**src/rtl/lc3b_types.sv**
```systemverilog
// rtl/lc3b_types.sv - shared LC-3b types plus memory-sequencer state and lane mask
package lc3b_types;

    typedef logic [15:0] lc3b_word;
    typedef logic [7:0]  lc3b_byte;
    typedef logic [1:0]  lc3b_mem_wmask;

    typedef enum logic [3:0] {
        OP_BR   = 4'b0000,
        OP_ADD  = 4'b0001,
        OP_LDB  = 4'b0010,
        OP_STB  = 4'b0011,
        OP_JSR  = 4'b0100,
        OP_AND  = 4'b0101,
        OP_LDR  = 4'b0110,
        OP_STR  = 4'b0111,
        OP_RTI  = 4'b1000,
        OP_NOT  = 4'b1001,
        OP_LDI  = 4'b1010,
        OP_STI  = 4'b1011,
        OP_JMP  = 4'b1100,
        OP_SHF  = 4'b1101,
        OP_LEA  = 4'b1110,
        OP_TRAP = 4'b1111
    } lc3b_opcode;

    typedef enum logic [1:0] {
        MS_FIRST  = 2'b00,
        MS_SECOND = 2'b01,
        MS_HOLD   = 2'b10
    } lc3b_memseq_state;

    function automatic logic is_mem_opcode(input lc3b_opcode op);
        return (op == OP_LDR) || (op == OP_LDB) || (op == OP_LDI) ||
               (op == OP_STR) || (op == OP_STB) || (op == OP_STI);
    endfunction

    function automatic logic is_load_opcode(input lc3b_opcode op);
        return (op == OP_LDR) || (op == OP_LDB) || (op == OP_LDI);
    endfunction

endpackage

```
**src/rtl/mem_lane_steer.sv**
```systemverilog
// rtl/mem_lane_steer.sv - byte-lane steering for stores and load formatting
module mem_lane_steer
    import lc3b_types::*;
(
    input  lc3b_opcode    opcode,
    input  logic          addr0,
    input  lc3b_word      store_data,
    input  lc3b_word      rdata,
    output lc3b_mem_wmask byte_enable,
    output lc3b_word      wdata,
    output lc3b_word      load_fmt
);

    lc3b_byte sel_byte;

    // Store lanes: STB mirrors the byte onto both lanes and enables only the addressed one
    always_comb begin
        byte_enable = 2'b11;
        wdata       = store_data;
        if (opcode == OP_STB) begin
            wdata       = {store_data[7:0], store_data[7:0]};
            byte_enable = addr0 ? 2'b10 : 2'b01;
        end
    end

    // Load format: LDB zero-extends the addressed byte, word loads pass through
    always_comb begin
        sel_byte = addr0 ? rdata[15:8] : rdata[7:0];
        load_fmt = rdata;
        if (opcode == OP_LDB) begin
            load_fmt = {8'h00, sel_byte};
        end
    end

endmodule

```
**src/rtl/mem_access_sequencer.sv**
```systemverilog
// rtl/mem_access_sequencer.sv - MEM-stage data port sequencer; MEM_INDIRECT_EN enables two-phase LDI/STI
module mem_access_sequencer
    import lc3b_types::*;
(
    input  logic          clk,
    input  logic          reset,
    input  logic          mem_valid,
    input  lc3b_opcode    opcode,
    input  lc3b_word      address,
    input  lc3b_word      store_data,
    input  logic          load_mem,
    input  lc3b_word      mem_rdata_b,
    input  logic          mem_resp_b,
    output logic          mem_read_b,
    output logic          mem_write_b,
    output lc3b_word      mem_address_b,
    output lc3b_word      mem_wdata_b,
    output lc3b_mem_wmask mem_byte_enable_b,
    output logic          ldi_sig,
    output lc3b_word      load_data
);

    lc3b_memseq_state state_q, state_d;
    lc3b_word         hold_q, hold_d;
`ifdef MEM_INDIRECT_EN
    lc3b_word         ptr_q, ptr_d;
`endif

    lc3b_mem_wmask steer_be;
    lc3b_word      steer_wdata;
    lc3b_word      steer_load;

    logic     mem_op;
    logic     indirect;
    logic     load_op;
    logic     byte_op;
    lc3b_word word_addr;

    logic          rd, wr, ldi;
    lc3b_word      addr, wdat, ldat;
    lc3b_mem_wmask be;

    mem_lane_steer u_steer (
        .opcode      (opcode),
        .addr0       (address[0]),
        .store_data  (store_data),
        .rdata       (mem_rdata_b),
        .byte_enable (steer_be),
        .wdata       (steer_wdata),
        .load_fmt    (steer_load)
    );

    // Instruction decode shared by every state
    always_comb begin
        mem_op    = mem_valid && is_mem_opcode(opcode);
        load_op   = is_load_opcode(opcode);
        byte_op   = (opcode == OP_LDB) || (opcode == OP_STB);
        word_addr = {address[15:1], 1'b0};
`ifdef MEM_INDIRECT_EN
        indirect  = mem_op && ((opcode == OP_LDI) || (opcode == OP_STI));
`else
        indirect  = 1'b0;
`endif
    end

    // Next state and request generation; everything forced quiet while reset is high
    always_comb begin
        state_d = state_q;
        hold_d  = hold_q;
`ifdef MEM_INDIRECT_EN
        ptr_d   = ptr_q;
`endif
        rd   = 1'b0;
        wr   = 1'b0;
        ldi  = 1'b0;
        addr = 16'h0000;
        wdat = 16'h0000;
        be   = 2'b00;
        ldat = 16'h0000;

        case (state_q)
            MS_FIRST: begin
                if (mem_op) begin
                    if (indirect) begin
                        rd   = 1'b1;
                        ldi  = 1'b1;
                        addr = word_addr;
                        if (mem_resp_b) begin
`ifdef MEM_INDIRECT_EN
                            ptr_d   = mem_rdata_b;
`endif
                            state_d = MS_SECOND;
                        end
                    end else begin
                        addr = byte_op ? address : word_addr;
                        if (load_op) begin
                            rd = 1'b1;
                        end else begin
                            wr   = 1'b1;
                            wdat = steer_wdata;
                            be   = steer_be;
                        end
                        if (mem_resp_b) begin
                            if (load_op) begin
                                ldat   = steer_load;
                                hold_d = steer_load;
                            end
                            state_d = load_mem ? MS_FIRST : MS_HOLD;
                        end
                    end
                end
            end
`ifdef MEM_INDIRECT_EN
            MS_SECOND: begin
                addr = {ptr_q[15:1], 1'b0};
                if (opcode == OP_LDI) begin
                    rd = 1'b1;
                end else begin
                    wr   = 1'b1;
                    wdat = steer_wdata;
                    be   = steer_be;
                end
                if (mem_resp_b) begin
                    if (opcode == OP_LDI) begin
                        ldat   = steer_load;
                        hold_d = steer_load;
                    end
                    state_d = load_mem ? MS_FIRST : MS_HOLD;
                end
            end
`endif
            MS_HOLD: begin
                ldat = hold_q;
                if (load_mem) begin
                    state_d = MS_FIRST;
                end
            end
            default: begin
                state_d = MS_FIRST;
            end
        endcase

        if (reset) begin
            rd   = 1'b0;
            wr   = 1'b0;
            ldi  = 1'b0;
            addr = 16'h0000;
            wdat = 16'h0000;
            be   = 2'b00;
            ldat = 16'h0000;
        end
    end

    // State, hold and pointer registers
    always_ff @(posedge clk or posedge reset) begin
        if (reset) begin
            state_q <= MS_FIRST;
            hold_q  <= 16'h0000;
`ifdef MEM_INDIRECT_EN
            ptr_q   <= 16'h0000;
`endif
        end else begin
            state_q <= state_d;
            hold_q  <= hold_d;
`ifdef MEM_INDIRECT_EN
            ptr_q   <= ptr_d;
`endif
        end
    end

    assign mem_read_b        = rd;
    assign mem_write_b       = wr;
    assign mem_address_b     = addr;
    assign mem_wdata_b       = wdat;
    assign mem_byte_enable_b = be;
    assign ldi_sig           = ldi;
    assign load_data         = ldat;

endmodule
```
**config.mk**
```make
export PLATFORM = sky130hd
export DESIGN_NAME = mem_access_sequencer
export DESIGN_NICKNAME = d
export VERILOG_FILES = /design/src/rtl/lc3b_types.sv /design/src/rtl/mem_lane_steer.sv /design/src/rtl/mem_access_sequencer.sv
export SDC_FILE = /design/constraint.sdc
export NUM_CORES = 1
export LEC_CHECK = 0
export BUFFER_PORTS_ARGS = -buffer_cell sky130_fd_sc_hd__buf_2
export CORE_MARGIN = 5
export CORE_UTILIZATION = 38
export DETAILED_ROUTE_END_ITERATION = 10
export PLACE_DENSITY = 0.85
export SETUP_SLACK_MARGIN = 0.1
export SYNTH_ARGS = -nofsm -noshare
export SYNTH_HDL_FRONTEND = slang
export SYNTH_HIERARCHICAL = 1
export SYNTH_SLANG_ARGS = --single-unit
```
**constraint.sdc**
```tcl
create_clock -name clk -period 2.1 [get_ports clk]
set_clock_uncertainty 0.15 [all_clocks]
set_input_delay 0.42 -clock clk [delete_from_list [all_inputs] [get_ports clk]]
set_output_delay 0.42 -clock clk [all_outputs]
set_load 0.02 [all_outputs]
```
# After elaboration in Yosys (flattened, before gate mapping)
# Index checks and enable logic that the tools add are counted.
# totals
output_inout_bits	53
register_bits	18
# op_classes
n_reduce_logical	10
mux	35
eq_ne	10
# ops
op	count
two-way mux 16 bit	13
case mux 16 bit (2 select lines)	1
two-way mux 2 bit	10
two-way mux 1 bit	9
equality test 4 x 2 -> 1 bit, second input constant	2
equality test 4 x 3 -> 1 bit, second input constant	2
equality test 4 bit, second input constant	2
two-way mux 8 bit	1
logical OR 1 bit	6
!= test 2 bit, second input constant	3
case mux 2 bit (2 select lines)	1
AND reduction 4 bit	1
AND reduction 3 bit	1
equality test 2 bit, second input constant	1
zero test 2 bit	1
logical AND 1 bit	1

# Depth between registers and ports, before layout
# depth
ltp_word	10
depth_mapped	5

# By module
# Netlist, hierarchy kept.
# by_module_without_submodules
mod	area_each_um2	cells_per_inst	instances
mem_access_sequencer	1271.2	118	1
mem_lane_steer	375.4	38	1

# Worst setup path after synthesis
# OpenSTA, ideal clock, no wires.
# synth_path
kind	in2out
start	input opcode[0]
end	output load_data[6]
path_stages	5
path_buffers	0
arrival_ns	1.668
slack_ns	-0.138
cell_sequence	nor4b_4 -> nand2_4 -> mux2_2 -> nor3b_1 -> a32o_1
# synth_via
word_cells_on_any_way	18
cone_classes	eq/ne: 6; mux: 6; reduce/logical: 6
# synth_lines
element	line	rtl
from (decl)	mem_access_sequencer.sv:8	input lc3b_opcode opcode,
equality test 4 x 2 -> 1 bit	mem_lane_steer.sv:30	if (opcode == OP_LDB) begin
two-way mux 16 bit	mem_lane_steer.sv:30	
via steer_load[6]	mem_access_sequencer.sv:31	lc3b_word steer_load;
two-way mux 16 bit	mem_access_sequencer.sv:104	if (load_op) begin
two-way mux 16 bit	mem_access_sequencer.sv:103	if (mem_resp_b) begin
two-way mux 16 bit	mem_access_sequencer.sv:83	if (mem_op) begin
case mux 16 bit (2 select lines)	mem_access_sequencer.sv:81	case (state_q)
two-way mux 16 bit	mem_access_sequencer.sv:143	if (reset) begin
to (decl)	mem_access_sequencer.sv:20	output lc3b_word load_data
# The timed path passes the listed nets, and every way through them passes these cells.

# Final worst setup path
# layout_path
start	input opcode[3]
end	output load_data[7]
# The elaborated chain is that of the path after synthesis.

==> flow_summary.ini <==
[status]
outcome = finished with violations
violations = negative setup slack

[timing]
finalHoldViolCount = 0
setup_viol = 49
layout_setup_ws_ns = -0.379
period_share = 1.18
rsz0062_at_grt = true
slew_violations = 0
timing.fmax_ghz = 0.403
hold_slack_ns = 0.162
period_minus_slack_ns = 2.48

[detailed_routing]
ant_nets = 0
drt_pass1_iterations = 4
drcViolationCount = 0
via_per_inst = 5.28
vias = 1783
drt-total-wl_um = 6610
wl_per_cell_um = 19.6
drt_iter0_drc = 62

[power_and_ir_drop]
power_frac_clock = 0.210
power.internal_w = 0.000823
power_switching_w = 0.000349
pwr-share-comb = 0.404
leakagePower_nw = 1.64
power_w = 0.00117
seqPwrFrac = 0.386
ir_worst_vdd_mv = 0.330
power_switching_share = 0.298
power_density_mw_per_mm2 = 377

[grt]
grt_pass1_wl_um = 7670
antenna_found_initial = 0
first_global_vias = 1606
grt_max_degree = 20
grt_util_all_layers = 0.177
grt_overflow = 0

[synth]
synth.area.top_cells = dfrtp_1, mux2_2, and2_1
synth-edff-count = 0
syn_inst = 156
syn_area_mm2 = 0.00165
synth_top_cell_by_area = dfrtp_1
synth_common_cells = and2_1, mux2_2, dfrtp_1
yosysMostFrequentCell = and2_1
yosys_warnings = 6
ys_ff_latch = 17
synth_top_area_frac = 0.258
synthFlopType = dfrtp_1
yosysUniqueCellTypes = 30
yosysSeqAreaShare = 0.258
synth-async-reset-ratio = 1.00
syn_area_per_cell_um2 = 10.6
syn_nets = 213

[cts]
cts_root_buf = clkbuf_8
cts_inserted_buffers = 3
clockBufferDepth = 2
cts_tree = yes
clk_pin_slew_ns = 0.07
clock_latency_ns = 0.25
cts_sinks = 17
hold_buffers = 0
htreeDepth = 1

[critical_path]
worstSetupPathType = primary input to output port
rr_startpoint = state_q[1]$_DFFE_PP0P_
reg2reg_to = hold_q[7]$_DFFE_PP0P_
arrival_ns = 1.91
start_kind = primary input
r2r_slack_ns = 0.41
critPathMaxFanout = 8
r2r_cells = 5
critPathCaptureType = output port
required_ns = 1.53

[floorplan]
std_cell_rows = 24
die_w_um = 75.8
fp.coreArea_mm2 = 0.00426
ios = 110
die_h_um = 75.8
dieArea_mm2 = 0.00575
start_util = 0.386

[finish]
final_nets = 344
final_core_util = 0.730
n_antenna_cell = 0
area_growth_pct = 89.0
drive_gt1_frac = 0.878

[placement]
dp_hpwl_um = 4000
io_buffers = 108
gp_congestion = 0.792
place_ws_ns = -0.376

[worst_hold_path]
hp-class = primary input to flop
hold_path_end = state_q[1]$_DFFE_PP0P_
hold_start = load_mem
min_path_cells = 2

[job]
maxCapViolCount = 0
through the flow:
stage	setup TNS [ns]	area, um^2	cells
3_3_place_gp	-5.67	2350	316
4_1_cts	-6.80	2730	327
5_1_grt	-11.24	3110	338
2_1_floorplan	-0.326	1670	156
6_report	-9.21	3110	338
3_5_place_dp	-5.99	2350	316
power by group through the flow:
stage / Clock [W] / Combinational (W) / Sequential [W]
floorplan: 0 / 0.000240 / 0.000439
global placement: 0 / 0.000355 / 0.000448
detailed placement: 0 / 0.000367 / 0.000452
CTS: 0.000247 / 0.000411 / 0.000449
global route: 0.000267 / 0.000500 / 0.000461
finish: 0.000246 / 0.000474 / 0.000452
state kept, by name (all words and copies together) (netlist names):
signal / count
hold_q: 16
state_q: 1
worst max-delay path by stage:
| stage | startpoint | end | slack, ns | cells past startpoint |
|---|---|---|---|---|
| 2_1_floorplan | opcode[2] | load_data[6] | -0.12 | 5 |
| 3_3_place_gp | opcode[2] | load_data[6] | -0.33 | 7 |
| 3_5_place_dp | opcode[2] | load_data[7] | -0.38 | 7 |
| 4_1_cts | opcode[0] | load_data[7] | -0.36 | 7 |
| 5_1_grt | opcode[3] | load_data[7] | -0.43 | 7 |
| 6_report | opcode[3] | load_data[7] | -0.38 | 7 |
per-layer routing:
layer,GRT usage,wire [um],up-vias,part of all wire
li1,-,-,823,-
met3,0.0356,276,18,0.042
met2,0.312,3630,63,0.55
met4,0.0563,206,0,0.031
met1,0.214,2500,879,0.38
met5,0,0,-,0
cell type report:
cell class	instances	area [um^2]
Timing Repair Buffer	145	1300
Multi-Input combinational cell	119	1270
Fill cell	305	1150
Sequential cell	17	425
Tap cell	52	65.1
Clock buffer	3	41.3
Clock inverter	1	5.00
Inverter	1	3.75
timing repair:
item                       CTS  global route
pin swaps                    6            20
cloned                       1             4
setup endpoints to repair   51            52
buffers inserted             6             8
gates resized for setup     83            75
critical path, cell delays in order:
cell and delay (ns):
buf_8 0.10, nor4b_4 0.37, nand2_4 0.16, mux2_4 0.35, nor3b_4 0.16, a32o_2 0.22
buf_6 0.13
layout by cell type, fill, tap and decap left out, drive strengths merged:
master,n
dfrtp,17
buf,142
nor4,1
and4,1
clkbuf,6
nand2b,1
nor2b,1
and4b,1
nand4,1
nor3,1
nand2,4
inv,1
a32o,16
clkinv,1
nor3b,9
mux2,32
nor2,4
nor4b,1
a21boi,1
and2,33
conb,1
and2b,8
a31oi,1
and3,1
nand3,1
cells by family after synthesis:
logic type             after synthesis  share of synthesized area
and+or+nand+nor                     68                      0.303
AOI/OAI and AO/OA                   18                      0.112
other                                1                    0.00228
buffers and inverters               20                     0.0821
DFF                                 17                      0.258
muxes                               32                      0.242
No activity file was read; power rests on OpenSTA's default activity.
